[src/rtl/pe_link_pkg.sv]
// Shared definitions for the overlay mesh link: word layout, field positions
// and a helper that packs a link word from its fields.
package pe_link_pkg;

    localparam int LINK_WIDTH      = 130;
    localparam int DATA_WIDTH      = 128;
    localparam int LINK_VALID_BIT  = 129;
    localparam int LINK_LAST_BIT   = 128;
    localparam int LINK_CREDIT_BIT = 129;

    typedef struct packed {
        logic                  valid;
        logic                  last;
        logic [DATA_WIDTH-1:0] data;
    } link_word_t;

    function automatic logic [LINK_WIDTH-1:0] pack_link_word(
        input logic                  valid,
        input logic                  last,
        input logic [DATA_WIDTH-1:0] data
    );
        link_word_t w;
        w.valid = valid;
        w.last  = last;
        w.data  = data;
        return w;
    endfunction

endpackage

[src/rtl/pe_link_fifo.sv]
// Synchronous first-word-fall-through FIFO; head shows the oldest entry.
// A push into a full FIFO is accepted only when a pop frees a slot on the same edge.
module pe_link_fifo
    import pe_link_pkg::*;
#(
    parameter int WIDTH     = DATA_WIDTH + 1,
    parameter int ADDR_BITS = 3,
    parameter int CNT_WIDTH = 4
) (
    input  logic                 clk,
    input  logic                 reset,
    input  logic                 push,
    input  logic [WIDTH-1:0]     push_data,
    input  logic                 pop,
    output logic [WIDTH-1:0]     head,
    output logic                 full,
    output logic                 empty,
    output logic [CNT_WIDTH-1:0] count
);

    localparam int DEPTH = 1 << ADDR_BITS;

    logic [WIDTH-1:0]     mem [DEPTH];
    logic [ADDR_BITS-1:0] wr_ptr;
    logic [ADDR_BITS-1:0] rd_ptr;
    logic                 push_ok;
    logic                 pop_ok;

    assign empty   = (count == '0);
    assign full    = (count == CNT_WIDTH'(DEPTH));
    assign pop_ok  = pop && !empty;
    assign push_ok = push && (!full || pop_ok);
    assign head    = mem[rd_ptr];

    always_ff @(posedge clk) begin
        if (push_ok) begin
            mem[wr_ptr] <= push_data;
        end
    end

    // Pointers wrap naturally at the power-of-two depth.
    always_ff @(posedge clk or posedge reset) begin
        if (reset) begin
            wr_ptr <= '0;
            rd_ptr <= '0;
            count  <= '0;
        end else begin
            if (push_ok) begin
                wr_ptr <= wr_ptr + 1'b1;
            end
            if (pop_ok) begin
                rd_ptr <= rd_ptr + 1'b1;
            end
            case ({push_ok, pop_ok})
                2'b10:   count <= count + 1'b1;
                2'b01:   count <= count - 1'b1;
                default: count <= count;
            endcase
        end
    end

endmodule

[src/rtl/pe_link_rx_sink.sv]
// Terminating receiver for the mesh link: registers incoming words, buffers
// them in a FIFO for a ready/valid consumer and returns one credit per pop.
module pe_link_rx_sink
    import pe_link_pkg::*;
#(
    parameter int FIFO_ADDR_BITS = 3,
    parameter int CNT_WIDTH      = 4
) (
    input  logic                  clk,
    input  logic                  reset,
    input  logic                  ap_start,
    input  logic [LINK_WIDTH-1:0] in_from_east,
    output logic [LINK_WIDTH-1:0] out_to_east,
    output logic [DATA_WIDTH-1:0] m_data,
    output logic                  m_last,
    output logic                  m_valid,
    input  logic                  m_ready,
    output logic [CNT_WIDTH-1:0]  occupancy,
    output logic                  overflow_err
);

    logic [LINK_WIDTH-1:0] in_reg;
    logic [DATA_WIDTH:0]   fifo_head;
    logic [DATA_WIDTH:0]   held_word;
    logic                  fifo_full;
    logic                  fifo_empty;
    logic                  word_valid;
    logic                  pop;
    logic                  emit;
    logic [CNT_WIDTH-1:0]  credit_pend;

    assign word_valid = in_reg[LINK_VALID_BIT];
    assign m_valid    = !fifo_empty && ap_start;
    assign pop        = m_valid && m_ready;
    assign emit       = ap_start && (credit_pend != '0);

    // When empty the stream keeps showing the last word that left the FIFO.
    assign m_data = fifo_empty ? held_word[DATA_WIDTH-1:0] : fifo_head[DATA_WIDTH-1:0];
    assign m_last = fifo_empty ? held_word[DATA_WIDTH]     : fifo_head[DATA_WIDTH];

    pe_link_fifo #(
        .WIDTH     (DATA_WIDTH + 1),
        .ADDR_BITS (FIFO_ADDR_BITS),
        .CNT_WIDTH (CNT_WIDTH)
    ) u_fifo (
        .clk       (clk),
        .reset     (reset),
        .push      (word_valid),
        .push_data ({in_reg[LINK_LAST_BIT], in_reg[DATA_WIDTH-1:0]}),
        .pop       (pop),
        .head      (fifo_head),
        .full      (fifo_full),
        .empty     (fifo_empty),
        .count     (occupancy)
    );

    always_ff @(posedge clk or posedge reset) begin
        if (reset) begin
            in_reg       <= '0;
            held_word    <= '0;
            overflow_err <= 1'b0;
        end else begin
            in_reg <= in_from_east;
            if (pop) begin
                held_word <= fifo_head;
            end
            if (word_valid && fifo_full && !pop) begin
                overflow_err <= 1'b1;
            end
        end
    end

    // A pop and a credit emission in the same cycle cancel out in the counter.
    always_ff @(posedge clk or posedge reset) begin
        if (reset) begin
            credit_pend <= '0;
            out_to_east <= '0;
        end else begin
            case ({pop, emit})
                2'b10:   credit_pend <= credit_pend + 1'b1;
                2'b01:   credit_pend <= credit_pend - 1'b1;
                default: credit_pend <= credit_pend;
            endcase
            out_to_east                  <= '0;
            out_to_east[LINK_CREDIT_BIT] <= emit;
        end
    end

endmodule

[config.mk]
export PLATFORM = sky130hd
export DESIGN_NAME = pe_link_rx_sink
export DESIGN_NICKNAME = d
export VERILOG_FILES = /design/src/rtl/pe_link_pkg.sv /design/src/rtl/pe_link_fifo.sv /design/src/rtl/pe_link_rx_sink.sv
export SDC_FILE = /design/constraint.sdc
export NUM_CORES = 1
export LEC_CHECK = 0
export ABC_CLOCK_PERIOD_IN_PS = 26100
export BUFFER_PORTS_ARGS = -buffer_cell sky130_fd_sc_hd__buf_4
export CAP_MARGIN = 5
export CELL_PAD_IN_SITES_DETAIL_PLACEMENT = 0
export CELL_PAD_IN_SITES_GLOBAL_PLACEMENT = 1
export CORE_ASPECT_RATIO = 1.5
export CORE_UTILIZATION = 56
export DETAILED_ROUTE_END_ITERATION = 6
export HOLD_SLACK_MARGIN = 0.02
export PLACE_DENSITY = 0.95
export SYNTH_ARGS = -nofsm -noshare
export SYNTH_HDL_FRONTEND = slang
export SYNTH_SLANG_ARGS = --single-unit
[constraint.sdc]
create_clock -name clk -period 26.1 [get_ports clk]
set_input_delay 5.22 -clock clk [delete_from_list [all_inputs] [get_ports clk]]
set_output_delay 5.22 -clock clk [all_outputs]
set_load 0.05 [all_outputs]
; After elaboration in Yosys (flattened, before gate mapping)
; Memories as Yosys holds them, arrays and structs flattened.
; Index checks and enable logic that the tools add are counted.
[word_totals]
out_inout_bits = 265
wordCells = 41
regBits = 275
inputBits = 134
romBits = 0
latchBits = 0
memories = 1
ram_bits = 1032
[memory_table]
columns = name, words, word_bits, rd, rd_clocked_by_memory_dff, write_ports, line_no
row1 = u_fifo.mem, 8, 129, 1, 0, 1, pe_link_fifo.sv:23  ; logic [WIDTH-1:0] mem [DEPTH];
[classes]
eq_ne = 5
n_bitwise = 0
mux = 6
mul = 0
shift = 0
div_mod_pow = 0
order_cmp = 0
n_addsub = 6
n_reduce_logical = 15
[ops]
columns = op, count
row1 = $mux W128, 1
row2 = $pmux W4 S2, 2
row3 = $add A4 B1 Y4 const B, 2
row4 = $sub A4 B1 Y4 const B, 2
row5 = $logic_and A1 B1 Y1, 7
row6 = $add A3 B1 Y3 const B, 2
row7 = $eq A2 B1 Y1 const B, 2
row8 = $eq A2 B2 Y1 const B, 2
row9 = $eq A4 B4 Y1 const B, 1
row10 = $logic_not A4 Y1, 1
row11 = $reduce_bool A2 Y1, 2
row12 = $reduce_bool A4 Y1, 1
row13 = $logic_not A1 Y1, 3
row14 = $mux W1, 3
row15 = $logic_or A1 B1 Y1, 1

; Logic depth before layout (Yosys ltp)
[depth]
word_depth = 9
mapped_depth = 13
mapped_depth_nobuf = 10

; By module
; From an unflattened synthesis, not the netlist that was laid out.
[unflattened]
cells_unflattened = 2275
hier_area_um2 = 50529.7
[by_module_without_submodules]
columns = module, seq_area_each_um2, cells_per_inst, instances, area_each_um2
row1 = pe_link_fifo, 31240.0, 1563, 1, 39613.0
row2 = pe_link_rx_sink, 6631.4, 712, 1, 10916.7

; Least setup slack after synthesis
; No wires, ideal clock.
[synth_path]
kind = in2reg
start = input port m_ready
end = memory u_fifo.mem[5][0] (netlist name), enable pin
t_arrival_ns = 14.417
setup_slack_ns = 10.908
setup_ns = 0.775
n_path_buf = 0
stages = 4
t_required_ns = 25.325
cell_sequence = nand2_1 -> nand3_1 -> nand2_1 -> nor3_1
[synth_via]
elab_chain_len = 6
[synth_rtl]
columns = item, line_no
row1 = from (decl), pe_link_rx_sink.sv:17  ; input logic m_ready,
row2 = $logic_and A1 B1 Y1, pe_link_rx_sink.sv:34  ; assign pop = m_valid && m_ready;
row3 = $logic_and A1 B1 Y1, pe_link_fifo.sv:31  ; assign pop_ok = pop && !empty;
row4 = $logic_or A1 B1 Y1, pe_link_fifo.sv:32  ; assign push_ok = push && (!full || pop_ok);
row5 = $logic_and A1 B1 Y1, pe_link_fifo.sv:32
row6 = $mux W1, pe_link_fifo.sv:36  ; if (push_ok) begin
row7 = $mux W1 (implied by the code), pe_link_fifo.sv:37  ; mem[wr_ptr] <= push_data;
row8 = to (decl), pe_link_fifo.sv:23
; No other way between the ends.

; Worst setup path in the final report
[layout_path]
start = input port ap_start
end = output port m_valid
[layout_via]
elab_chain_len = 1
[layout_rtl]
columns = item, line_no
row1 = from (decl), pe_link_rx_sink.sv:11  ; input logic ap_start,
row2 = $logic_and A1 B1 Y1, pe_link_rx_sink.sv:33  ; assign m_valid = !fifo_empty && ap_start;
row3 = to (decl), pe_link_rx_sink.sv:16  ; output logic m_valid,
; No other way between the ends.

==> results.cfg <==
[place]
dpl_cell_area_um2 = 52100
place_ws_ps = 15220
place_congestion = 0.720
io_buffers = 269
dp_hpwl_um = 50800

[clock_network]
root_buffer = clkbuf_16
h-tree-depth = 3
cts.repair.resized = 0
path_clk_slew_ps = 70
hold_buffers = 0
cts_made_buffers = 111
clockBufferDepth = 3
clock_sinks = 1307
clk_latency_ps = 700
cts_tree = built
post-cts-setup-buffers = 0

[power_and_ir_drop]
power_density_nw_per_um2 = 129
cellLeakagePower_nw = 19.8
p_int_mw = 4.47
p_total_mw = 7.17
seqPwrFrac_pct = 39.3
peakVddDrop_mv = 0.133
sw_frac_of_total_pct = 37.7
pwr-share-comb_pct = 37.8
clkPwrFrac_pct = 22.9
p_switching_mw = 2.70

[sta]
rsz0062_at_grt = no
fmax_ghz = 0.0919
fin_worst_skew_ps = 28.6
worstMarginPinSlew_ps = 1310
finalHoldViolCount = 0
slew_headroom_pct = 12.5
fin_tns_setup_ps = 0
drv_slew = 0
worst_slack_ps = 15220
finalSetupViolCount = 0
fin_crit_ps = 10880
period_share_pct = 41.7

[critical_path]
crit_arrival_ps = 5660
end_kind = primary output
worstPathRequired_ps = 20880
path_max_fanout = 4
worst_setup_path_start_kind = input pin
crit_type = input pin to primary output

[die]
num_rows = 133
die_area_um2 = 90000
start_util_pct = 56.6
fp.coreArea_um2 = 87900
fp.dieH_um = 367
pin_count = 399
die_x_um = 245

[logic_synthesis]
syn_inst = 2555
ys_seq_elements = 1307
ys_seq_area_share_pct = 76.2
postSynth.asyncResetShare_pct = 21.0
syn_avg_cell_area_um2 = 19.5
synth_area_um2 = 49700
synth-main-ff-cell = edfxtp_1
yosysWarningCount = 0
synth_edf_count = 1032
synthDistinctLibCells = 40

[finish]
layout_common_cells = edfxtp_1, buf_4, dfrtp_1, mux4_2, nand2_1
stdcell_area_um2 = 55700
utilization_pct = 63.4
areaGrowthSynthToFinish_pct = 12.1
final_common_cell = edfxtp_1
largest_reg_flops = 1032
drive_above_1_share_pct = 25.1
nets = 2966

[detailed_routing]
ant_nets = 0
wl_um = 105000
drtPass1Iterations = 6
drt_iter0_markers = 2142
vias = 24158
routed_via_density = 5.94
drc = 0
avgRoutedWirePerCell_um = 25.7

[status]
status = complete, no violations

[global_route]
grt_pass1_vias = 25129
grt_use_total_pct = 23.8
grt_pass1_wl_um = 157000
antenna_found_initial = 8
grt_max_degree = 169
gr-total-overflow = 0

[job]
drv_cap = 0

[worst_hold_path]
hp-class = flop to flop
## Yosys cell counts, types with 2 or more instances
master | number | share of area (%)
buf_6 | 49 | 1.1
nor2_1 | 139 | 1.0
buf_4 | 137 | 2.1
o21ai_0 | 131 | 1.3
xor2_1 | 5 | 0.088
nor3_1 | 5 | 0.050
buf_2 | 48 | 0.48
mux2_2 | 4 | 0.091
mux2i_1 | 131 | 2.6
ha_1 | 6 | 0.15
clkbuf_1 | 25 | 0.19
mux4_2 | 258 | 12
inv_1 | 2 | 0.015
a21oi_1 | 133 | 1.3
dfrtp_1 | 275 | 14
edfxtp_1 | 1032 | 62
xnor2_1 | 6 | 0.11
buf_1 | 4 | 0.030
and2_1 | 2 | 0.025
nand3_1 | 3 | 0.030
nand2_1 | 141 | 1.1
## routing by layer
metal	GRT usage, %	up-vias	wire, um
li1	-	10240	-
met1	31.1	12624	40400
met2	40.2	1075	54300
met3	3.71	203	6690
met4	9.28	16	3320
met5	0	-	92
## kinds of logic (layout without fill, tap and decap cells)
family          after synthesis  in the layout  share of synthesized area, %
flops                      1307           1307                          76.2
compound gates              272            272                          2.80
buf+inv                     265            504                          3.90
fa+ha+maj                     6              6                         0.151
mux                         393            393                          14.4
other cells                   1            130                       0.00754
simple gates                300            300                          2.38
xor+xnor                     11             11                         0.194
## per-stage QoR
step | hold slack [ps] | cells
finish | 469 | 4070
global route | 502 | 4069
CTS | 476 | 4069
detailed placement | 464 | 3860
global placement | 454 | 3860
floorplan | 443 | 2683
## power by group through the flow
stage          clock network, mW  registers (mW)  logic [mW]
2_1_floorplan                  0            2.82        2.05
3_3_place_gp                   0            2.82        2.66
3_5_place_dp                   0            2.85        2.71
4_1_cts                     1.67            2.82        2.74
5_1_grt                     1.74            2.85        2.85
6_report                    1.64            2.82        2.71
## path summary, 6_finish.rpt
check / from / end / slack, ps / cells past startpoint
hold reg to reg: overflow_err / overflow_err / 470 / 1
min in group asynchronous: reset / u_fifo.count[2] / 4650 / 2
setup reg to reg: u_fifo.rd_ptr[0] / held_word[81] / 22050 / 5
hold / removal: overflow_err / overflow_err / 470 / 1
max in group asynchronous: reset / in_reg[63] / 19110 / 4
setup / recovery: ap_start / m_valid / 15220 / 3
## area by class of cell
class,count,area [um^2]
clock buffer,168,3220
sequential,1307,37900
timing repair buffer,293,2310
multi-input combinational,1111,10500
inverter,2,22.5
clock inverter,41,424
fill,5773,32100
antenna,1,2.50
tap,1147,1440
## critical path: stages
cell and delay [ps]:
buf_4 120, and2_1 130, buf_4 190
(Power assumes the default switching activity.)
